<file path="config.mk">
export PLATFORM = sky130hd
export DESIGN_NAME = sb_transactions_rx_fsm_flat
export DESIGN_NICKNAME = d
export VERILOG_FILES = /design/src/rtl/sb_transactions_rx_fsm_if.sv /design/src/rtl/sb_transactions_rx_fsm.sv /design/src/flat_wrapper.sv
export SDC_FILE = /design/constraint.sdc
export NUM_CORES = 1
export LEC_CHECK = 0
export CAP_MARGIN = 10
export CORE_AREA = 4 4 148 150
export DETAILED_ROUTE_END_ITERATION = 8
export DIE_AREA = 0 0 152 154
export MAX_ROUTING_LAYER = met4
export PLACE_DENSITY_LB_ADDON = 0.25
export SLEW_MARGIN = 20
export SYNTH_ARGS = -nofsm -noshare
export SYNTH_HDL_FRONTEND = slang
export SYNTH_SLANG_ARGS = --single-unit
</file>
<file path="constraint.sdc">
create_clock -name sb_clk -period 3.6 [get_ports sb_clk]
set_input_delay 0.72 -clock sb_clk [delete_from_list [all_inputs] [get_ports sb_clk]]
set_output_delay 0.72 -clock sb_clk [all_outputs]
set_load 0.03 [all_outputs]
</file>
<file path="src/rtl/sb_transactions_rx_fsm_if.sv">
// Sideband RX parser bus: symbol input strobe plus decoded transaction outputs.
interface sb_transactions_rx_fsm_if #(
  parameter int MAX_LEN = 3
);
  logic [9:0]           symbol;
  logic                 symbol_valid;
  logic                 lt_received;
  logic [7:0]           lt_symbol;
  logic                 at_cmd_received;
  logic                 at_rsp_received;
  logic [7:0]           at_addr;
  logic [6:0]           at_len;
  logic                 at_wr;
  logic [8*MAX_LEN-1:0] at_data;
  logic                 crc_error;
  logic                 frame_error;
  logic                 busy;

  // Symbol source / decoded-field consumer side
  modport master (
    output symbol, symbol_valid,
    input  lt_received, lt_symbol, at_cmd_received, at_rsp_received,
    input  at_addr, at_len, at_wr, at_data, crc_error, frame_error, busy
  );

  // Parser side
  modport slave (
    input  symbol, symbol_valid,
    output lt_received, lt_symbol, at_cmd_received, at_rsp_received,
    output at_addr, at_len, at_wr, at_data, crc_error, frame_error, busy
  );
endinterface

</file>
<file path="src/rtl/sb_transactions_rx_fsm.sv">
// Sideband receive transaction parser: decodes LT (DLE LSE CLSE) and
// DLE-stuffed AT frames (DLE STX addr len data crcH crcL DLE ETX),
// checks CRC-16 (poly 0x8005, init 0xFFFF, bytes fed LSB first).
module sb_transactions_rx_fsm #(
  parameter int MAX_LEN = 3,
  parameter int TIMEOUT = 64
) (
  input logic                      sb_clk,
  input logic                      rst,
  sb_transactions_rx_fsm_if.slave  bus
);
  localparam logic [7:0] DLE     = 8'hFE;
  localparam logic [7:0] STX_CMD = 8'h05;
  localparam logic [7:0] STX_RSP = 8'h04;
  localparam logic [7:0] ETX     = 8'h40;
  localparam int         TW      = $clog2(TIMEOUT + 1);
  localparam int         DW      = 8 * MAX_LEN;

  typedef enum logic [3:0] {
    S_IDLE, S_GOT_DLE, S_LT_CLSE, S_AT_ADDR, S_AT_LEN,
    S_AT_DATA, S_AT_CRC_H, S_AT_CRC_L, S_AT_DLE2, S_AT_ETX
  } state_t;

  state_t          state_reg, state_next;
  logic            esc_reg, esc_next;
  logic            is_rsp_reg, is_rsp_next;
  logic [7:0]      lse_reg, lse_next;
  logic [7:0]      addr_reg, addr_next;
  logic [6:0]      len_reg, len_next;
  logic            wr_reg, wr_next;
  logic [6:0]      cnt_reg, cnt_next;
  logic [6:0]      idx_reg, idx_next;
  logic [DW-1:0]   data_reg, data_next;
  logic [15:0]     crc_reg, crc_next;
  logic [7:0]      crc_h_reg, crc_h_next;
  logic [7:0]      crc_l_reg, crc_l_next;
  logic [TW-1:0]   tmo_reg, tmo_next;

  logic            lt_received_reg, lt_received_next;
  logic [7:0]      lt_symbol_reg, lt_symbol_next;
  logic            cmd_received_reg, cmd_received_next;
  logic            rsp_received_reg, rsp_received_next;
  logic [7:0]      at_addr_reg, at_addr_next;
  logic [6:0]      at_len_reg, at_len_next;
  logic            at_wr_reg, at_wr_next;
  logic [DW-1:0]   at_data_reg, at_data_next;
  logic            crc_error_reg, crc_error_next;
  logic            frame_error_reg, frame_error_next;

  logic            ev_lt, ev_ok, ev_crc, ev_ferr;
  logic            busy;
  logic [7:0]      b;
  logic            framing_bad;
  logic            has_data;
  logic [DW-1:0]   data_ins;

  assign b           = bus.symbol[8:1];
  assign framing_bad = bus.symbol[0] | ~bus.symbol[9];
  assign busy        = (state_reg != S_IDLE);
  // Length byte bit0 is the write flag; data follows only for write commands and read responses
  assign has_data    = is_rsp_reg ? ~b[0] : b[0];

  // One CRC-16 step per byte, data bits taken LSB first into an MSB-first register
  function automatic logic [15:0] crc_byte(input logic [15:0] crc_in, input logic [7:0] d);
    logic [15:0] c;
    c = crc_in;
    for (int i = 0; i < 8; i++) begin
      if (c[15] ^ d[i]) c = {c[14:0], 1'b0} ^ 16'h8005;
      else              c = {c[14:0], 1'b0};
    end
    return c;
  endfunction

  // Byte-lane insert of the current data byte at position idx_reg
  genvar gi;
  generate
    for (gi = 0; gi < MAX_LEN; gi++) begin : g_lane
      assign data_ins[gi*8 +: 8] = (idx_reg == 7'(gi)) ? b : data_reg[gi*8 +: 8];
    end
  endgenerate

  // State and datapath registers, async active-low reset
  always_ff @(posedge sb_clk or negedge rst) begin
    if (!rst) begin
      state_reg        <= S_IDLE;
      esc_reg          <= 1'b0;
      is_rsp_reg       <= 1'b0;
      lse_reg          <= '0;
      addr_reg         <= '0;
      len_reg          <= '0;
      wr_reg           <= 1'b0;
      cnt_reg          <= '0;
      idx_reg          <= '0;
      data_reg         <= '0;
      crc_reg          <= 16'hFFFF;
      crc_h_reg        <= '0;
      crc_l_reg        <= '0;
      tmo_reg          <= '0;
      lt_received_reg  <= 1'b0;
      lt_symbol_reg    <= '0;
      cmd_received_reg <= 1'b0;
      rsp_received_reg <= 1'b0;
      at_addr_reg      <= '0;
      at_len_reg       <= '0;
      at_wr_reg        <= 1'b0;
      at_data_reg      <= '0;
      crc_error_reg    <= 1'b0;
      frame_error_reg  <= 1'b0;
    end else begin
      state_reg        <= state_next;
      esc_reg          <= esc_next;
      is_rsp_reg       <= is_rsp_next;
      lse_reg          <= lse_next;
      addr_reg         <= addr_next;
      len_reg          <= len_next;
      wr_reg           <= wr_next;
      cnt_reg          <= cnt_next;
      idx_reg          <= idx_next;
      data_reg         <= data_next;
      crc_reg          <= crc_next;
      crc_h_reg        <= crc_h_next;
      crc_l_reg        <= crc_l_next;
      tmo_reg          <= tmo_next;
      lt_received_reg  <= lt_received_next;
      lt_symbol_reg    <= lt_symbol_next;
      cmd_received_reg <= cmd_received_next;
      rsp_received_reg <= rsp_received_next;
      at_addr_reg      <= at_addr_next;
      at_len_reg       <= at_len_next;
      at_wr_reg        <= at_wr_next;
      at_data_reg      <= at_data_next;
      crc_error_reg    <= crc_error_next;
      frame_error_reg  <= frame_error_next;
    end
  end

  // Next-state and frame datapath: parse one symbol per symbol_valid, run timeout otherwise
  always_comb begin
    state_next  = state_reg;
    esc_next    = esc_reg;
    is_rsp_next = is_rsp_reg;
    lse_next    = lse_reg;
    addr_next   = addr_reg;
    len_next    = len_reg;
    wr_next     = wr_reg;
    cnt_next    = cnt_reg;
    idx_next    = idx_reg;
    data_next   = data_reg;
    crc_next    = crc_reg;
    crc_h_next  = crc_h_reg;
    crc_l_next  = crc_l_reg;
    tmo_next    = tmo_reg;
    ev_lt       = 1'b0;
    ev_ok       = 1'b0;
    ev_crc      = 1'b0;
    ev_ferr     = 1'b0;
    if (bus.symbol_valid) begin
      tmo_next = '0;
      if (busy && framing_bad) begin
        ev_ferr    = 1'b1;
        state_next = S_IDLE;
      end else begin
        case (state_reg)
          S_IDLE: begin
            if (b == DLE) state_next = S_GOT_DLE;
          end
          S_GOT_DLE: begin
            if (b[7]) begin
              lse_next   = b;
              state_next = S_LT_CLSE;
            end else if (b == STX_CMD || b == STX_RSP) begin
              is_rsp_next = (b == STX_RSP);
              crc_next    = crc_byte(16'hFFFF, b);
              state_next  = S_AT_ADDR;
            end else begin
              ev_ferr    = 1'b1;
              state_next = S_IDLE;
            end
          end
          S_LT_CLSE: begin
            if (b == ~lse_reg) ev_lt = 1'b1;
            else               ev_ferr = 1'b1;
            state_next = S_IDLE;
          end
          S_AT_DLE2: begin
            if (b == DLE) state_next = S_AT_ETX;
            else begin
              ev_ferr    = 1'b1;
              state_next = S_IDLE;
            end
          end
          S_AT_ETX: begin
            if (b != ETX)                          ev_ferr = 1'b1;
            else if (crc_reg == {crc_h_reg, crc_l_reg}) ev_ok = 1'b1;
            else                                   ev_crc = 1'b1;
            state_next = S_IDLE;
          end
          default: begin
            // Stuffed fields: a lone DLE arms the escape, DLE DLE yields one 0xFE byte
            if (!esc_reg && b == DLE) begin
              esc_next = 1'b1;
            end else if (esc_reg && b != DLE) begin
              ev_ferr    = 1'b1;
              state_next = S_IDLE;
            end else begin
              esc_next = 1'b0;
              case (state_reg)
                S_AT_ADDR: begin
                  addr_next  = b;
                  crc_next   = crc_byte(crc_reg, b);
                  state_next = S_AT_LEN;
                end
                S_AT_LEN: begin
                  len_next  = b[7:1];
                  wr_next   = b[0];
                  crc_next  = crc_byte(crc_reg, b);
                  idx_next  = '0;
                  data_next = '0;
                  cnt_next  = has_data ? b[7:1] : 7'd0;
                  if ((has_data && b[7:1] == 7'd0) || b[7:1] > 7'(MAX_LEN)) begin
                    ev_ferr    = 1'b1;
                    state_next = S_IDLE;
                  end else if (has_data) begin
                    state_next = S_AT_DATA;
                  end else begin
                    state_next = S_AT_CRC_H;
                  end
                end
                S_AT_DATA: begin
                  data_next = data_ins;
                  crc_next  = crc_byte(crc_reg, b);
                  idx_next  = idx_reg + 7'd1;
                  cnt_next  = cnt_reg - 7'd1;
                  if (cnt_reg == 7'd1) state_next = S_AT_CRC_H;
                end
                S_AT_CRC_H: begin
                  crc_h_next = b;
                  state_next = S_AT_CRC_L;
                end
                default: begin
                  crc_l_next = b;
                  state_next = S_AT_DLE2;
                end
              endcase
            end
          end
        endcase
      end
    end else if (busy) begin
      if (tmo_reg == TW'(TIMEOUT - 1)) begin
        ev_ferr    = 1'b1;
        state_next = S_IDLE;
        tmo_next   = '0;
      end else begin
        tmo_next = tmo_reg + 1'b1;
      end
    end
    if (state_next == S_IDLE) esc_next = 1'b0;
  end

  // Output pulses and field updates, registered one cycle after the final symbol
  always_comb begin
    lt_received_next  = ev_lt;
    lt_symbol_next    = ev_lt ? lse_reg : lt_symbol_reg;
    cmd_received_next = ev_ok & ~is_rsp_reg;
    rsp_received_next = ev_ok & is_rsp_reg;
    at_addr_next      = ev_ok ? addr_reg : at_addr_reg;
    at_len_next       = ev_ok ? len_reg : at_len_reg;
    at_wr_next        = ev_ok ? wr_reg : at_wr_reg;
    at_data_next      = ev_ok ? data_reg : at_data_reg;
    crc_error_next    = ev_crc;
    frame_error_next  = ev_ferr;
  end

  assign bus.lt_received     = lt_received_reg;
  assign bus.lt_symbol       = lt_symbol_reg;
  assign bus.at_cmd_received = cmd_received_reg;
  assign bus.at_rsp_received = rsp_received_reg;
  assign bus.at_addr         = at_addr_reg;
  assign bus.at_len          = at_len_reg;
  assign bus.at_wr           = at_wr_reg;
  assign bus.at_data         = at_data_reg;
  assign bus.crc_error       = crc_error_reg;
  assign bus.frame_error     = frame_error_reg;
  assign bus.busy            = busy;
endmodule

</file>
<file path="src/flat_wrapper.sv">
// flat-port wrapper written by rule: the top's interface ports become plain ports
module sb_transactions_rx_fsm_flat 
#(
  parameter int MAX_LEN = 3,
  parameter int TIMEOUT = 64
)
  (sb_clk, rst, bus_symbol, bus_symbol_valid, bus_lt_received, bus_lt_symbol, bus_at_cmd_received, bus_at_rsp_received, bus_at_addr, bus_at_len, bus_at_wr, bus_at_data, bus_crc_error, bus_frame_error, bus_busy);
  sb_transactions_rx_fsm_if #(.MAX_LEN(MAX_LEN)) bus_i ();
  input logic sb_clk;
  input logic rst;
  input wire logic [$bits(bus_i.symbol)-1:0] bus_symbol;
  input wire logic [$bits(bus_i.symbol_valid)-1:0] bus_symbol_valid;
  output wire logic [$bits(bus_i.lt_received)-1:0] bus_lt_received;
  output wire logic [$bits(bus_i.lt_symbol)-1:0] bus_lt_symbol;
  output wire logic [$bits(bus_i.at_cmd_received)-1:0] bus_at_cmd_received;
  output wire logic [$bits(bus_i.at_rsp_received)-1:0] bus_at_rsp_received;
  output wire logic [$bits(bus_i.at_addr)-1:0] bus_at_addr;
  output wire logic [$bits(bus_i.at_len)-1:0] bus_at_len;
  output wire logic [$bits(bus_i.at_wr)-1:0] bus_at_wr;
  output wire logic [$bits(bus_i.at_data)-1:0] bus_at_data;
  output wire logic [$bits(bus_i.crc_error)-1:0] bus_crc_error;
  output wire logic [$bits(bus_i.frame_error)-1:0] bus_frame_error;
  output wire logic [$bits(bus_i.busy)-1:0] bus_busy;
  assign bus_i.symbol = bus_symbol;
  assign bus_i.symbol_valid = bus_symbol_valid;
  assign bus_lt_received = bus_i.lt_received;
  assign bus_lt_symbol = bus_i.lt_symbol;
  assign bus_at_cmd_received = bus_i.at_cmd_received;
  assign bus_at_rsp_received = bus_i.at_rsp_received;
  assign bus_at_addr = bus_i.at_addr;
  assign bus_at_len = bus_i.at_len;
  assign bus_at_wr = bus_i.at_wr;
  assign bus_at_data = bus_i.at_data;
  assign bus_crc_error = bus_i.crc_error;
  assign bus_frame_error = bus_i.frame_error;
  assign bus_busy = bus_i.busy;
  sb_transactions_rx_fsm #(.MAX_LEN(MAX_LEN), .TIMEOUT(TIMEOUT)) u_core (.sb_clk(sb_clk), .rst(rst), .bus(bus_i));
endmodule
</file>
======== Word-level counts from Yosys, hierarchy flattened ========
Cells that the tools add are included.
storage, ports and cells
  bits in registers ....................... 160
  input bits .............................. 13
  output and inout bits ................... 54
  logic and storage cells ................. 420
operators by class
  add/sub/neg operators ................... 3
  magnitude comparators ................... 1
  equality and inequality tests ........... 29
  muxes and demuxes ....................... 257
  bitwise gates (word level) .............. 72
  reductions and logical operators ........ 32
operators by type and width
  operator             number
  $mux 16              195
  $not 3->3            29
  $pmux 16 s3          1
  $pmux 24 s2          1
  $mux 4               11
  $mux 1               34
  $pmux 16 s2          1
  $pmux 4 s4           2
  $reduce_and 6->1     5
  $xor 1x1->1          29
  $mux 7               4
  $pmux 7 s2           2
  $mux 8               3
  $reduce_and 7->1     3
  $eq 16x16->1         1
  $eq 8x3->1 const B   2
  $add 7x1->7 const B  2
  $eq 7x1->1 const B   2
  $logic_not 7->1      2
  $eq 4x3->1 const B   3
  $ne 2x1->1 const B   5
  $not 1->1            10
  $eq 4x2->1 const B   2
  $eq 4x4->1 const B   2
  other kinds (28)     43

======== Longest topological paths before layout ========
Gate-level depths: netlist of the first run.
  word-level depth ........................ 62
  mapped depth ............................ 15
  depth with buffers taken out ............ 11

======== Worst setup path before layout of the first run ========
Ideal clock, no wire load.
  path kind ............................... input to register
  from .................................... in bus_symbol[1]
  to ...................................... reg u_core.data_reg[0]
  setup time .............................. 0.125 ns
  arrival time ............................ 3.313 ns
  required time ........................... 3.475 ns
  slack ................................... 0.162 ns
  stages on the path ...................... 13
  path buffers ............................ 2
  path through ............................ clkbuf_1 -> inv_1 -> ha_1 -> nand4_1 -> inv_1 -> ha_1 -> clkbuf_1 -> nor2_1 -> o21ai_0 -> nor2_1 -> nand2_1 -> a21oi_2 -> mux2_2
on the way
  word-level cells in the longest chain between the ends .. 4
  elaborated cells on any way between the ends .. 9
  classes of those cells .................. eq/ne (2); mux (2); bitwise (2); reduce/logical (3)
ends and longest elaborated chain
  element                                          line                                                          source
  start, declared                                  flat_wrapper.sv:11                                            input wire logic [$bits(bus_i.symbol)-1:0] bus_symbol;
  $eq 8x8->1 / $ne 8x8->1 (equally long branches)  sb_transactions_rx_fsm.sv:200, sb_transactions_rx_fsm.sv:202
  $logic_and 1x1->1, on equally long branches      sb_transactions_rx_fsm.sv:200, sb_transactions_rx_fsm.sv:202
  $not 1->1 (no source line)                       n/a
  $reduce_and 7->1 (no source line)                n/a
  end signal, assigned                             sb_transactions_rx_fsm.sv:119                                 data_reg <= data_next;
  end, declared                                    sb_transactions_rx_fsm.sv:33                                  logic [DW-1:0] data_reg, data_next;
Several ways; a longest one is shown, not always the timed one. The select of a mux whose other input is x is not followed.
A chain may end at the register's enable or synchronous reset.

======== Final worst setup path of the first run ========
  from .................................... in bus_symbol[1]
  to ...................................... reg u_core.crc_reg[15]
on the way
  word-level cells in the longest chain between the ends .. 62
  elaborated cells on any way between the ends .. 237
  classes of those cells .................. eq/ne (7); mux (197); bitwise (29); reduce/logical (4)
ends and longest elaborated chain
  element               line                           source
  $xor 1x1->1           sb_transactions_rx_fsm.sv:68   if (c[15] ^ d[i]) c = {c[14:0], 1'b0} ^ 16'h8005;
  $mux 16               sb_transactions_rx_fsm.sv:68
  $mux 16               sb_transactions_rx_fsm.sv:207  case (state_reg)
  $mux 16               sb_transactions_rx_fsm.sv:202  end else if (esc_reg && b != DLE) begin
  $mux 16               sb_transactions_rx_fsm.sv:200  if (!esc_reg && b == DLE) begin
  $mux 16               sb_transactions_rx_fsm.sv:163  case (state_reg)
  $mux 16               sb_transactions_rx_fsm.sv:159  if (busy && framing_bad) begin
  $mux 16               sb_transactions_rx_fsm.sv:157  if (bus.symbol_valid) begin
  (+46 left out)        n/a
  $mux 16               sb_transactions_rx_fsm.sv:159
  $mux 16               sb_transactions_rx_fsm.sv:157
  $xor 1x1->1           sb_transactions_rx_fsm.sv:68
  $mux 16               sb_transactions_rx_fsm.sv:68
  $pmux 16 s3           sb_transactions_rx_fsm.sv:207
  $mux 16               sb_transactions_rx_fsm.sv:202
  $mux 16               sb_transactions_rx_fsm.sv:200
  $pmux 16 s2           sb_transactions_rx_fsm.sv:163
  end signal, assigned  sb_transactions_rx_fsm.sv:120  crc_reg <= crc_next;
  end, declared         sb_transactions_rx_fsm.sv:34   logic [15:0] crc_reg, crc_next;
Several ways; a longest one is shown, not always the timed one. The select of a mux whose other input is x is not followed.

==> metrics.md, run 1 <==
| Metric | Value |
|---|---|
| Syn-to-layout area delta | 22.37% |
| Longest Clk Path Bufs | 2 |
| Commonest cells after routing, fill and taps aside | dfrtp_1 (144), clkdlybuf4s50_1 (65), nand2_1 (60), mux2_2 (58), xnor2_1 (49) |
| Leading cell type in the layout, fill and taps excluded | dfrtp_1 |
| Die Wd | 152 um |
| Die Ht | 154 um |
| Top cell type's share of synthesized area | 44.44% |
| Pwr Total | 3.902 mW |
| Worst Tran Pin Value | 970.2 ps |
| CTS tree | yes |
| CTS Buf Count | 17 |
| Htree depth | 4 |
| Hold crit path type | in -> async |
| YS warnings | 0 |
| Vias in the first global route | 6119 |
| Post-synth EDFFs | 0 |
| Final wirelength | 20090 um |
| Final worst-path cycle share | 88.78% |
| Initial Util | 39.19% |
| Critical-path cell list | clkdlybuf4s50_1 > inv_1 > ha_1 > nand4_1 > inv_1 > ha_1 > nor2_1 > a22oi_1 > a2bb2oi_1 > or3_1 > buf_4 > a2111o_1 > nand3_1 |
| Critical Path Fanout Max | 4 |
| Total gr overflow | 0 |
| Share of layout cells above drive strength 1 | 26.02% |
| Synth top area cells | dfrtp_1 (44%), mux2_2 (8.1%), mux2_4 (7.0%), xnor2_1 (5.3%), dfstp_2 (5.2%) |
| Clk root buf | clkbuf_16 |
| Via/cell ratio | 5.166 |
| Top delay family on crit path | simple AND/OR/NAND/NOR gates |
| Setup violators final | 0 |
| Max VDD drop | 283.3 uV |
| Critical Path RT | 3960 ps |
| Endpoints failing hold | 0 |
| Mapped Nets | 738 |
| Status | complete, no violations |
| Slew Viols, Final | 0 |
| Slowest cell on crit path | clkdlybuf4s50_1 |
| Tmin final | 3196 ps |
| Drt drc | 0 |
| Worst skew pair latency | 430 ps |
| LEAKAGE | 4.551 nW |
| All-Layer GR Usage | 18.26% |
| Mean Syn Cell Area | 11.60 sq um |
| Register area share after synthesis | 49.62% |
| Post-CTS Setup Bufs | 0 |
| RSZ-0062 raised after global routing | false |
| Initial antenna violation count | 0 |
| Netlist cell types | 70 |
| Synth Register Bits | 160 |
| Final HPWL DP | 14380 um |
| Fmax | 312.9 MHz |
| Starting DRT DRC Count | 264 |
| Leading register cell type out of synthesis | dfrtp_1 |
| FFs w/ async S/R, synth | 100.0% |
| Routed WL per cell | 18.50 um |
| Hold WS | 375.3 ps |
| Worst Path Buf+Inv | 4 |
| CP Data Arrival Time | 3560 ps |
| Filler cell count | 1869 |
| Pin count of the biggest net entering global routing | 105 |
| First-pass GRT wire length | 33060 um |
| Die area | 0.02341 sq mm |
| Worst slew margin | 35.32% |
| Area leader, netlist | dfrtp_1 |
| Post-CTS Hold Fix Bufs | 0 |
| Nets@finish | 837 |
| Port Buffer Count | 66 |
| Gpl congestion | 0.9370 |
| Crit end category | register |
| Worst stage delay on the critical path | 480 ps |
| Max Cap Violations | 0 |
| Crit path kind | in -> reg |
| Core ar. | 0.02069 sq mm |
| Worst-path clk slew | 60 ps |
| Vias post-DR | 5610 |
| Clock sinks | 160 |
| Syn Inst Count | 699 |
| Standard-cell row count | 53 |
| Crit path launch type | input port |
| Synth Cell Area | 0.008109 sq mm |
| Ports | 67 |
| Pwr dens | 393.2 mW/mm^2 |
| # resized after CTS | 0 |
| Routed Antenna Nets | 0 |
| Layout Skew | 12.08 ps |
| Ant diodes | 0 |
| Pre-antenna DRT Iters | 4 |
[cell usage after synthesis, drive strengths merged, types with 2 or more instances]
library cell and count:
mux2 96, nor3 9, buf 11, nor2b 4
a21oi 21, ha 26, xnor3 2, nand2 60
o21ai 45, mux2i 3, a311oi 4, dfrtp 144
o31a 2, nor4 6, xor2 11, o2111a 2
o21a 2, a32oi 2, or2 2, or4b 2
o22ai 2, inv 21, and2 3, o211ai 3
a31oi 4, xnor2 49, nand3 13, clkbuf 24
a22oi 3, and3 6, dfstp 16, nand4 14
or3 5, o21bai 3, or4 3, nor2 49
nand2b 5, nor3b 2
[power breakdown]
group | switching, mW | internal [mW] | leakage [nW]
registers | 0.00338 | 1.80 | 2.14
logic | 0.138 | 0.0834 | 2.10
clock network | 0.775 | 1.10 | 0.303
total | 0.916 | 2.99 | 4.55
[area by class of cell]
class	instances	area, sq um	share of cell area [%]
clock buffers	21	470.5	4.741
clock inverters	11	143.9	1.450
inverters	22	82.58	0.8322
multi-input cells	482	3791	38.20
flip-flops and latches	160	4024	40.55
well taps	275	344.1	3.467
repair buffers	115	1067	10.76
[routing by layer]
layer  GRT usage (%)  up-vias  share of wire (%)
li1                -     2649                  -
met1           23.13     2786                 46
met2           29.36      137                 48
met3           3.377       38                3.5
met4           6.892        0                2.8
met5               -        -                  0
[cell families (layout without fill, tap and decap cells)]
logic type,after synthesis,after routing,share of synthesized area (%)
compound gates,109,109,8.764
xor+xnor,62,62,7.036
fa+ha+maj,26,26,4.012
buf+inv,57,169,3.688
flops,160,160,49.62
mux,99,99,15.46
simple gates,186,186,11.42
[path summary, 6_finish.rpt]
path / startpoint / end / slack, ps / cells after the start
setup / recovery: bus_symbol[1] / u_core.crc_reg[15] / 400 / 13
hold / removal: rst / u_core.crc_h_reg[3] / 380 / 1
setup reg to reg: u_core.state_reg[2] / u_core.cnt_reg[5] / 740 / 7
hold reg to reg: u_core.crc_reg[13] / u_core.crc_reg[13] / 480 / 2
max in group asynchronous: rst / u_core.crc_reg[9] / 2320 / 2
min in group sb_clk: u_core.crc_reg[13] / u_core.crc_reg[13] / 480 / 2
[per-stage QoR]
stage	instances	setup TNS (ps)	setup slack (ps)	instance area, sq um	util [%]
global route	1086	0	168.2	9923	47.96
CTS	1086	0	415.9	9923	47.96
finish	1086	0	404.1	9923	47.96
detailed placement	1054	-173.5	-28.66	9309	44.99
floorplan	699	0	162.5	8109	-
global placement	1054	0	41.43	9309	44.99
Note: power is estimated with default switching activity, not from simulation.
==> inputs of run 2 (changes only) <==
--- a/config.mk
+++ b/config.mk
@@ -10,7 +10,6 @@
 export DETAILED_ROUTE_END_ITERATION = 8
 export DIE_AREA = 0 0 152 154
 export MAX_ROUTING_LAYER = met4
-export PLACE_DENSITY_LB_ADDON = 0.25
 export SLEW_MARGIN = 20
 export SYNTH_ARGS = -nofsm -noshare
 export SYNTH_HDL_FRONTEND = slang
==> run 2 against run 1 <==
  * Critical endpoint is now u_core.addr_reg[5]
  * Via count grew 0.66%
  * Sequential power is essentially flat
  * Hold slack lost 110 ps
  * Largest cell class unchanged
  * Largest power group unchanged
  * Core utilization shrank 0.13 points
==> metrics.md, run 2 (synthesis results as in run 1) <==
| Metric | Value |
|---|---|
| Initial Util | 39.19% (unchanged) |
| CTS Buf Count | 17 (unchanged) |
| Gpl congestion | 0.9427 (+0.61%) |
| Htree depth | 4 (unchanged) |
| Slew Viols, Final | 0 (unchanged) |
| Final wirelength | 20070 um (-0.11%) |
| Critical Path Fanout Max | 8 (+4) |
| Final worst-path cycle share | 86.81% (-2.0 points) |
| Vias in the first global route | 5797 (-5.3%) |
| Commonest cells after routing, fill and taps aside | dfrtp_1 (144), clkdlybuf4s50_1 (65), nand2_1 (60), mux2_2 (58), xnor2_1 (49) |
| Crit path kind | in -> reg |
| Total gr overflow | 0 (unchanged) |
| Leading cell type in the layout, fill and taps excluded | dfrtp_1 |
| Endpoints failing hold | 0 (unchanged) |
| All-Layer GR Usage | 18.13% (-0.14 points) |
| Via/cell ratio | 5.229 (+1.2%) |
| Hold crit path type | in -> async |
| Worst slew margin | 52.50% (+17 points) |
| Post-CTS Setup Bufs | 0 (unchanged) |
| Max VDD drop | 307.8 uV (+8.6%) |
| Worst skew pair latency | 440 ps (about the same) |
| Port Buffer Count | 66 (unchanged) |
| Syn-to-layout area delta | 22.05% |
| Longest Clk Path Bufs | 2 (unchanged) |
| Crit path launch type | input port |
| Pre-antenna DRT Iters | 5 (+1) |
| Die area | 0.02341 sq mm (unchanged) |
| Ant diodes | 0 (unchanged) |
| CP Data Arrival Time | 3440 ps (-120 ps) |
| Reg-to-reg slack, setup | 880 ps (+140 ps) |
| LEAKAGE | 4.523 nW (-0.63%) |
| Fmax | 320.0 MHz (+2.3%) |
| Die Wd | 152 um (unchanged) |
| Core ar. | 0.02069 sq mm (unchanged) |
| Routed Antenna Nets | 0 (unchanged) |
| Tmin final | 3125 ps (-70.74 ps) |
| Worst Tran Pin Value | 712.4 ps (-257.7 ps) |
| Status | complete, no violations |
| Pwr dens | 392.4 mW/mm^2 (-0.20%) |
| Share of layout cells above drive strength 1 | 25.59% (-0.43 points) |
| Vias post-DR | 5647 (+0.66%) |
| Clk root buf | clkbuf_16 |
| Crit end category | register |
| Initial antenna violation count | 0 (unchanged) |
| Final HPWL DP | 14180 um (-1.4%) |
| Clock sinks | 160 (unchanged) |
| # resized after CTS | 0 (unchanged) |
| Drt drc | 0 (unchanged) |
| Starting DRT DRC Count | 339 (+28%) |
| Standard-cell row count | 53 (unchanged) |
| Ports | 67 (unchanged) |
| Max Cap Violations | 0 (unchanged) |
| Setup WS post-layout | 474.8 ps (+70.74 ps) |
| Post-CTS Hold Fix Bufs | 0 (unchanged) |
| Die Ht | 154 um (unchanged) |
| First-pass GRT wire length | 32850 um (-0.65%) |
| RSZ-0062 raised after global routing | false |
| Nets@finish | 832 (-0.60%) |
| Pre-CTS setup slack | 128.8 ps (+157.5 ps) |
| Pin count of the biggest net entering global routing | 71 (-32%) |
| Setup violators final | 0 (unchanged) |
| Setup TNS Final | 0 ps (unchanged) |
| CTS tree | yes |
| Routed WL per cell | 18.59 um (+0.45%) |
| Critical Path RT | 3910 ps (-50 ps) |
| Final core occ | 47.84% (-0.13 points) |
| Layout Skew | 14.41 ps (+2.331 ps) |
| Worst-path clk slew | 70 ps (about the same) |
run 2: changes by cell type in the layout (fill, tap and decap cells not counted):
cell,delta
buf_12,+2
buf_4,-7
clkbuf_1,-1
clkbuf_8,-3
clkinv_2,+1
clkinv_4,-1
clkinv_8,+1
clkinvlp_4,+1
inv_8,+1
run 2: metrics by stage:
step / hold WS [ps] / instances / area [sq um] / total power, mW
after floorplan: 424.4 / 699 / 8109 / 1.945
after global placement: 462.6 / 1049 / 9296 / 2.059
after detailed placement: 473.7 / 1049 / 9296 / 2.060
after CTS: 321.0 / 1080 / 9897 / 3.931
after global routing: 344.0 / 1080 / 9897 / 4.035
final: 267.9 / 1080 / 9897 / 3.884
run 2: cell type report:
class / instances / area (sq um)
clock inverter: 14 / 175.2
inverter: 22 / 82.58
multi-input combinational: 482 / 3791
timing repair buffer: 110 / 1055
fill: 1864 / 10790
tap: 275 / 344.1
clock buffer: 17 / 425.4
sequential: 160 / 4024
run 2: layer usage:
layer | global-route usage, % | share of wire [%] | up-vias
li1 | - | - | 2630
met1 | 23.35 | 45 | 2824
met2 | 29.15 | 49 | 163
met3 | 3.406 | 4.6 | 30
met4 | 5.779 | 1.8 | 0
met5 | - | 0 | -
run 2: power by group:
group / internal (mW) / switching (mW) / total (mW)
clock network: 1.05 / 0.810 / 1.86
registers: 1.80 / 0.00347 / 1.81
logic: 0.0840 / 0.137 / 0.221
run 2: path summary, 6_finish.rpt:
| path | from | endpoint | depth (start not counted) |
|---|---|---|---|
| hold / removal | rst | u_core.cnt_reg[2] | 1 |
| setup / recovery | bus_symbol[1] | u_core.addr_reg[5] | 12 |
| max in group asynchronous | rst | u_core.crc_l_reg[5] | 2 |
| hold reg to reg | u_core.crc_reg[10] | u_core.crc_reg[10] | 2 |
| min in group sb_clk | u_core.crc_reg[10] | u_core.crc_reg[10] | 2 |
| setup reg to reg | u_core.state_reg[2] | u_core.bus.at_data[23] | 6 |
run 2: worst max-delay path, stage by stage:
cell and delay, ps:
clkdlybuf4s50_1 470, inv_1 60, ha_1 210, nand4_1 160, inv_1 60, ha_1 230, nor2_1 250, o21ai_0 210
buf_4 180, nor4_2 280, buf_4 240, mux2_2 350
==> inputs of run 3 (changes only) <==
--- a/config.mk
+++ b/config.mk
@@ -5,7 +5,6 @@
 export SDC_FILE = /design/constraint.sdc
 export NUM_CORES = 1
 export LEC_CHECK = 0
-export CAP_MARGIN = 10
 export CORE_AREA = 4 4 148 150
 export DETAILED_ROUTE_END_ITERATION = 8
 export DIE_AREA = 0 0 152 154
==> results of run 3 <==
No change in the layout: final DEF, timing and power equal those of run 2.
